**src/rtl/mul_seq_unit.sv**
```systemverilog
// Sequential shift-add multiplier feeding the 48-bit MulFile write port.
// One iteration per clock on operand magnitudes; the sign is applied on the final write.
module mul_seq_unit #(
    parameter int WIDTH = 24
) (
    input  logic                 Clock,
    input  logic                 Reset,
    input  logic                 Start,
    input  logic                 Signed,
    input  logic [WIDTH-1:0]     OpA,
    input  logic [WIDTH-1:0]     OpB,
    output logic                 Busy,
    output logic                 Done,
    output logic [2*WIDTH-1:0]   WriteMul,
    output logic                 RegWrite
);

    localparam int CW = $clog2(WIDTH + 1);
    localparam logic [CW-1:0] LAST_ITER = CW'(WIDTH - 1);

    typedef enum logic [1:0] {IDLE, RUN, WRITE} stateT;

    stateT              state;
    logic [2*WIDTH-1:0] acc;
    logic [2*WIDTH-1:0] mcand;
    logic [WIDTH-1:0]   mplier;
    logic [CW-1:0]      iterCnt;
    logic               neg;

    logic [WIDTH-1:0]   magA;
    logic [WIDTH-1:0]   magB;
    logic [2*WIDTH-1:0] accNext;
    logic [2*WIDTH-1:0] product;

    always_comb begin
        magA    = (Signed && OpA[WIDTH-1]) ? ('0 - OpA) : OpA;
        magB    = (Signed && OpB[WIDTH-1]) ? ('0 - OpB) : OpB;
        accNext = mplier[0] ? (acc + mcand) : acc;
        // Sign is applied to the accumulator including the last partial product.
        product = neg ? ('0 - accNext) : accNext;
    end

    always_ff @(posedge Clock or posedge Reset) begin
        if (Reset) begin
            state    <= IDLE;
            acc      <= '0;
            mcand    <= '0;
            mplier   <= '0;
            iterCnt  <= '0;
            neg      <= 1'b0;
            Busy     <= 1'b0;
            Done     <= 1'b0;
            RegWrite <= 1'b0;
            WriteMul <= '0;
        end else begin
            case (state)
                IDLE: begin
                    if (Start) begin
                        mcand   <= {{WIDTH{1'b0}}, magA};
                        mplier  <= magB;
                        neg     <= Signed & (OpA[WIDTH-1] ^ OpB[WIDTH-1]);
                        acc     <= '0;
                        iterCnt <= '0;
                        Busy    <= 1'b1;
                        state   <= RUN;
                    end
                end
                RUN: begin
                    acc     <= accNext;
                    mcand   <= mcand << 1;
                    mplier  <= mplier >> 1;
                    iterCnt <= iterCnt + 1'b1;
                    if (iterCnt == LAST_ITER) begin
                        WriteMul <= product;
                        RegWrite <= 1'b1;
                        Done     <= 1'b1;
                        state    <= WRITE;
                    end
                end
                WRITE: begin
                    RegWrite <= 1'b0;
                    Done     <= 1'b0;
                    Busy     <= 1'b0;
                    state    <= IDLE;
                end
                default: state <= IDLE;
            endcase
        end
    end

endmodule

```
**config.mk**
```make
export PLATFORM = sky130hd
export DESIGN_NAME = mul_seq_unit
export DESIGN_NICKNAME = d
export VERILOG_FILES = /design/src/rtl/mul_seq_unit.sv
export SDC_FILE = /design/constraint.sdc
export NUM_CORES = 1
export LEC_CHECK = 0
export BUFFER_PORTS_ARGS = -buffer_cell sky130_fd_sc_hd__buf_4
export CORE_MARGIN = 5
export CORE_UTILIZATION = 56
export DETAILED_ROUTE_END_ITERATION = 16
export PLACE_DENSITY = 0.89
export SYNTH_ARGS = -nofsm -noshare
export SYNTH_HDL_FRONTEND = slang
export SYNTH_SLANG_ARGS = --single-unit
```
**constraint.sdc**
```tcl
create_clock -name Clock -period 5.5 [get_ports Clock]
set_clock_uncertainty 0.2 [all_clocks]
set_input_delay 0.55 -clock Clock [delete_from_list [all_inputs] [get_ports Clock]]
set_output_delay 0.55 -clock Clock [all_outputs]
set_load 0.1 [all_outputs]
```
# == Word-level counts from Yosys, hierarchy flattened ==
# Index checks and enable logic that the tools add are counted.
# word_totals
out_inout_bits,51
ff_bits,178
elab_cells,52
in_bits,52
# classes
n_addsub,5
n_reduce_logical,12
muxes,19
eq_ne,5
bitwise,2
# op_table
operator,count
two-way mux 48 bit,4
case mux 48 bit (2 select lines),2
two-way mux 24 bit,3
adder 48 bit,1
case mux 24 bit (2 select lines),1
subtractor 1 x 24 -> 24 bit (first input constant),2
subtractor 1 x 48 -> 48 bit (first input constant),1
AND reduction 2 bit,6
case mux 5 bit (2 select lines),1
nonzero test 2 bit,3
adder 5 x 1 -> 5 bit (second input constant),1
equality test 5 bit (second input constant),1
two-way mux 5 bit,1
two-way mux 2 bit,2
!= test 2 bit (second input constant),2
case mux 1 bit (2 select lines),2
case mux 2 bit (2 select lines),1
equality test 2 x 1 -> 1 bit (second input constant),1
equality test 2 bit (second input constant),1
logical AND 1 bit,2
logical NOT 2 bit,1
two-way mux 1 bit,2
bitwise AND 1 bit,1
XOR 1 bit,1

# == Depth between registers and ports, before layout ==
# Gate-level depths: netlist (run 1).
# logic_depth
depth_word,4
mapped_depth,15
depth_no_buf,13

# == Least setup slack after synthesis (run 1) ==
# Ideal clock, no wire load.
# synth_path
path_type,register to register
start,reg mplier[0]
end,reg WriteMul[42]
arrival_time_ns,3.948
period_less_slack_ns,4.229
slack_ns,1.271
required_time_ns,5.220
stages_incl_launch_ff,16
setup_ns,0.080
n_path_buf,6
path_cell_list,dfrtp_1 buf_2 clkbuf_1 clkbuf_1 buf_1 clkbuf_1 clkbuf_1 mux2i_1 ha_1 and3_1 nand2_1 nor4_2 nand4_4 or2_0 or4_1 o211ai_2
# synth_between
elab_chain_cells,3
# synth_rtl
item,line,rtl
from (decl),26,logic [WIDTH-1:0] mplier;
from (signal assigned),60,mplier <= magB;
from (signal assigned),71,mplier <= mplier >> 1;
two-way mux 48 bit *,38,accNext = mplier[0] ? (acc + mcand) : acc;
subtractor 1 x 48 -> 48 bit,40,product = neg ? ('0 - accNext) : accNext;
two-way mux 48 bit *,40,
to (signal assigned),74,WriteMul <= product;
to (decl),14,"output logic [2*WIDTH-1:0] WriteMul,"
# Mark *: on every way between the ends. The rest lies on a longest branch, timed or not.
# A chain may end at the register's enable or synchronous reset.

# == Final worst setup path (run 1) ==
# layout_path
start,reg acc[0]
end,reg WriteMul[43]
# layout_between
elab_chain_cells,4
# layout_rtl
item,line,rtl
from (decl),24,logic [2*WIDTH-1:0] acc;
from (signal assigned),69,acc <= accNext;
adder 48 bit,38,
two-way mux 48 bit *,38,
subtractor 1 x 48 -> 48 bit,40,
two-way mux 48 bit *,40,
# Marks and branches as above.

==> qor.yml, run 1 <==
run_status:
  run_status: "finished, violations left"
  violations: "hold timing"
place:
  gp_congestion: 1.001
  dp_hpwl_mm: 29.45
  io_buffers: 102
global_route:
  grt_max_degree: 179
  antenna_found_initial: 0
  gr-usage-all-layers_pct: 29.96
  gr-total-overflow: 0
  grt_pass1_wl_mm: 63.98
  grt_pass1_vias: 11880
synthesis:
  ys_async_sr_fraction_pct: 100.0
  synth_nets: 1714
  synth_simple_gate_area_share_pct: 23.28
  synth_seq_area_share_pct: 34.03
  syn_inst: 1610
  synth_mux_area_share_pct: 1.960
  synth-xor-area-share_pct: 6.424
  netlist_area_sq_um: 13090
  synth_top_family_by_area: "compound AO/OA/AOI/OAI gates"
  synthAdderAreaFrac_pct: 5.029
  syn_avg_cell_area_sq_um: 8.129
  yosys.cell_types.count: 97
  synth-compound-area-share_pct: 25.45
  synth_top_flop_cell: "dfrtp_1"
  synth_edf_count: 0
  yosysWarnings: 0
  ys_ff_latch: 178
floorplanning:
  rows: 56
  core_sq_um: 23260
  start_util_pct: 56.26
  ioPinCount: 103
  die-width_um: 162.9
  dieArea_sq_um: 26530
  die-height_um: 162.9
timing:
  report.final.slew_viol_count: 0
  rsz0062_at_grt: "no"
  relSlewSlack_pct: 14.40
  period_share_pct: 91.56
  worst_slew_pin_slew_ns: 1.284
  hold_ws_ns: -0.03212
  setup-tns-final_ns: 0
  period_minus_slack_ns: 5.036
  hold_violations: 5
  fmaxAchievable_ghz: 0.1986
  setup-violations-final: 0
layout:
  diodes: 0
  area_delta_synth_final_pct: 11.97
  final_cell_mix: "nand2_1, o21ai_0, dfrtp_1, buf_4, nand3_1"
  nets: 1749
  final_util_pct: 62.99
  drive_above_1_share_pct: 12.30
  final_common_cell: "nand2_1"
hold_path:
  hold_path.class: "primary input to async pin"
setup_path:
  worst-r2r-cell-count: 12
  r2r_start: "acc[0]"
  reg2reg_slack_ns: 0.46
  cp.arrival_ns: 5.16
  crit_chain: "ha_1 -> fa_1 -> a211oi_4 -> o211ai_1 -> a22oi_1 -> mux2_1 -> a221oi_1 -> a31o_2 -> nand4_2 -> o41ai_1 -> xor2_1 -> o21ai_1"
  crit_buf_inv: 0
  worstSetupEndpointType: "flop"
  cpMaxStageDelayCell: "a221oi_1"
  cp_top_family: "compound AO/OA/AOI/OAI gates"
  cp.required_ns: 5.62
  path_depth: 12
  cp-startpoint: "acc[0]"
  critPathLaunchType: "flop"
  crit_type: "flop to flop"
  path_max_fanout: 9
  slowest_delay_ns: 0.53
  reg2reg_to: "WriteMul[43]"
  critPathCapture: "WriteMul[43]"
detailed_routing:
  vias_per_cell: 6.491
  drcViolationCount: 0
  wl_per_cell_um: 20.26
  drtIter0Drc: 1469
  firstDrtPassIters: 8
  vias: 12830
  postRouteAntennaNets: 0
  wirelength_mm: 40.05
clock_network:
  cts_buffers: 17
  cts_hold_buf: 0
  clk_latency_ns: 0.45
  root_buffer: "clkbuf_16"
  cts_buffer_depth: 2
  ctsResizeCount: 0
  cts_tree: "yes"
  post_cts_buffers: 0
  h-tree-depth: 4
  clk_pin_slew_worst_paths_ns: 0.08
  cts_sinks: 178
run:
  cap_violations: 0
[layer usage]
layer / track usage [%] / share of wire (%) / up-vias
li1: - / - / 6035
met1: 42.74 / 43 / 6081
met2: 45.66 / 44 / 626
met3: 5.796 / 9.2 / 90
met4: 10.67 / 3.3 / 0
met5: 0 / 0 / -
[state kept, by name, indices dropped and copies added, names as in the netlist]
signal    cells
neg           1
mcand        48
acc          48
RegWrite      1
iterCnt       5
WriteMul     48
Busy          1
state         2
mplier       24
[stage by stage]
stage,hold WS (ns),cells,cell area [sq um],setup WS (ns)
global route,0.1887,1977,14650,0.1649
detailed placement,0.2629,1945,14010,0.6007
floorplan,0.2645,1610,13090,1.271
CTS,0.1685,1977,14650,0.5890
global placement,0.2529,1945,14010,0.7510
finish,-0.03212,1977,14650,0.4642
[worst reg2reg max path, stage by stage (launching register included)]
cell,delay (ns)
dfrtp_1,0.42
ha_1,0.25
fa_1,0.46
a211oi_4,0.41
o211ai_1,0.23
a22oi_1,0.43
mux2_1,0.37
a221oi_1,0.53
a31o_2,0.40
nand4_2,0.37
o41ai_1,0.54
xor2_1,0.22
o21ai_1,0.09
[area by class of cell]
class,instances,area (sq um)
clock inverter,15,220.2
fill,2005,8608
tap,319,399.1
timing repair buffer,119,905.9
multi-input combinational,1306,8158
clock buffer,17,425.4
inverter,23,90.09
sequential,178,4456
[synth_stat cells (23+ instances only)]
master	count	area [sq um]
clkbuf_1	77	289.0
xor2_1	47	411.6
nor3_1	35	175.2
nor2_1	82	307.8
nand3_1	101	505.5
ha_1	51	638.1
a22oi_1	49	367.9
a21oi_1	84	420.4
nand4_1	26	162.7
o21ai_0	202	1011
dfrtp_1	178	4454
inv_1	23	86.33
xnor2_1	49	429.2
nand2_1	243	912.1
[worst min path at each step]
stage                         start           end  slack (ns)  cells after the start
after floorplan           mcand[24]     mcand[25]        0.26                      2
after global placement          neg           neg        0.25                      2
after detailed placement        neg           neg        0.26                      2
after CTS                    Signed           neg        0.17                      3
after global routing        OpB[23]    mplier[23]        0.19                      2
final                         Reset  WriteMul[21]       -0.03                      3
[cells by family after synthesis]
family	Yosys count
buffers and inverters	126
flip-flops	178
AND/OR/NAND/NOR	613
AO/OA/AOI/OAI	521
multiplexers	24
XOR/XNOR	96
adder cells (fa/ha/maj)	52
Power of run 1 is left out: the tool's default activity adds up to more than one toggle a clock period on the data nets, which glitch-free logic cannot reach.
==> inputs of run 2 (changes only) <==
--- a/config.mk
+++ b/config.mk
@@ -6,10 +6,10 @@
 export NUM_CORES = 1
 export LEC_CHECK = 0
 export BUFFER_PORTS_ARGS = -buffer_cell sky130_fd_sc_hd__buf_4
-export CORE_MARGIN = 5
 export CORE_UTILIZATION = 56
 export DETAILED_ROUTE_END_ITERATION = 16
 export PLACE_DENSITY = 0.89
+export RECOVER_POWER = 50
 export SYNTH_ARGS = -nofsm -noshare
 export SYNTH_HDL_FRONTEND = slang
 export SYNTH_SLANG_ARGS = --single-unit
==> qor.yml, run 2 (synthesis results as in run 1) <==
clock_network:
  cts_tree: "yes"
  root_buffer: "clkbuf_16"
  cts_buffer_depth: 2
  cts_hold_buf: 0
  ctsResizeCount: 0
  clk_pin_slew_worst_paths_ns: 0.09
  h-tree-depth: 4
  post_cts_buffers: 0
  cts_buffers: 17
  cts_sinks: 178
  clk_latency_ns: 0.45
detailed_routing:
  firstDrtPassIters: 6
  wirelength_mm: 39.96
  vias: 13030
  drcViolationCount: 0
  wl_per_cell_um: 20.29
  postRouteAntennaNets: 0
  vias_per_cell: 6.615
  drtIter0Drc: 1280
timing:
  report.final.slew_viol_count: 241
  hold_ws_ns: 0.1674
  period_minus_slack_ns: 4.999
  fmaxAchievable_ghz: 0.2001
  hold_violations: 0
  setup-violations-final: 0
  setup-tns-final_ns: 0
  worst_slew_pin_slew_ns: 4.014
  relSlewSlack_pct: -167.6
  period_share_pct: 90.88
  rsz0062_at_grt: "no"
layout:
  nets: 1747
  drive_above_1_share_pct: 10.81
  reg_top3: "WriteMul x48, acc x48, mcand x48"
  final_cell_mix: "nand2_1, o21ai_0, dfrtp_1, nand3_1, buf_4"
  area_delta_synth_final_pct: 11.00
  diodes: 0
  stdcell_count: 1969
  final_common_cell: "nand2_1"
place:
  dp_hpwl_mm: 28.92
  gp_congestion: 1.052
  place_inst: 1937
  io_buffers: 102
floorplanning:
  ioPinCount: 103
  die-height_um: 154.9
  start_util_pct: 57.46
  rows: 55
  dieArea_sq_um: 23990
  core_sq_um: 22780
  die-width_um: 154.9
setup_path:
  critPathLaunchType: "flop"
  cp.arrival_ns: 5.11
  reg2reg_to: "WriteMul[43]"
  worstSetupEndpointType: "flop"
  cp.required_ns: 5.61
  path_max_fanout: 9
  worst-r2r-cell-count: 12
  cp-startpoint: "acc[0]"
  critPathCapture: "WriteMul[43]"
  r2r_start: "acc[0]"
  reg2reg_slack_ns: 0.50
  crit_type: "flop to flop"
global_route:
  grt_pass1_wl_mm: 63.84
  gr-total-overflow: 0
  gr-usage-all-layers_pct: 33.87
  grt_pass1_vias: 12030
  grt_max_degree: 179
  antenna_found_initial: 0
run:
  cap_violations: 2
run_status:
  violations: "capacitance limit, slew limit"
  run_status: "finished, violations left"
hold_path:
  hold_path.class: "primary input to flop"
==> run 2: layout make-up <==
cell class | instances | area (sq um)
clock buffer | 17 | 425.4
clock inverter | 15 | 220.2
fill | 1909 | 8250
inverter | 23 | 87.58
multi-input combinational | 1306 | 8158
sequential | 178 | 4456
tap | 313 | 391.6
timing repair buffer | 117 | 789.5
==> run 2: worst min path at each step <==
stage                            start            to  slack, ns  cells past startpoint
after global placement    WriteMul[32]  WriteMul[32]       0.26                      2
after floorplan              mcand[24]     mcand[25]       0.26                      2
after detailed placement  WriteMul[11]  WriteMul[11]       0.27                      2
after global routing            OpB[0]     mplier[0]       0.16                      2
after CTS                       OpB[0]     mplier[0]       0.16                      2
final                           OpB[0]     mplier[0]       0.17                      2
==> run 2: critical path, cell delays in order (launching register included) <==
cell and delay [ns]:
dfrtp_1 0.42, ha_1 0.25, fa_1 0.50, a211oi_4 0.43, o211ai_1 0.19, a22oi_1 0.45
mux2_1 0.37, a221oi_1 0.52, a31o_2 0.40, nand4_2 0.35, o41ai_1 0.52, xor2_1 0.18
o21ai_1 0.07
==> run 2: per-stage QoR <==
stage,area (sq um),util (%),setup slack (ns)
global route,14530,63.78,0.09763
global placement,13990,61.40,0.7851
finish,14530,63.78,0.5014
detailed placement,13990,61.40,0.6597
floorplan,13090,-,1.271
CTS,14630,64.24,0.6093
==> run 2: metal layers <==
metal / up-vias / GRT usage (%) / share of wire [%]
li1: 6013 / - / -
met1: 6211 / 47.18 / 43
met2: 694 / 53.15 / 45
met3: 107 / 5.766 / 9.0
met5: - / 0 / 0
met4: 0 / 12.07 / 3.2
Power of run 2 is left out for the same reason.
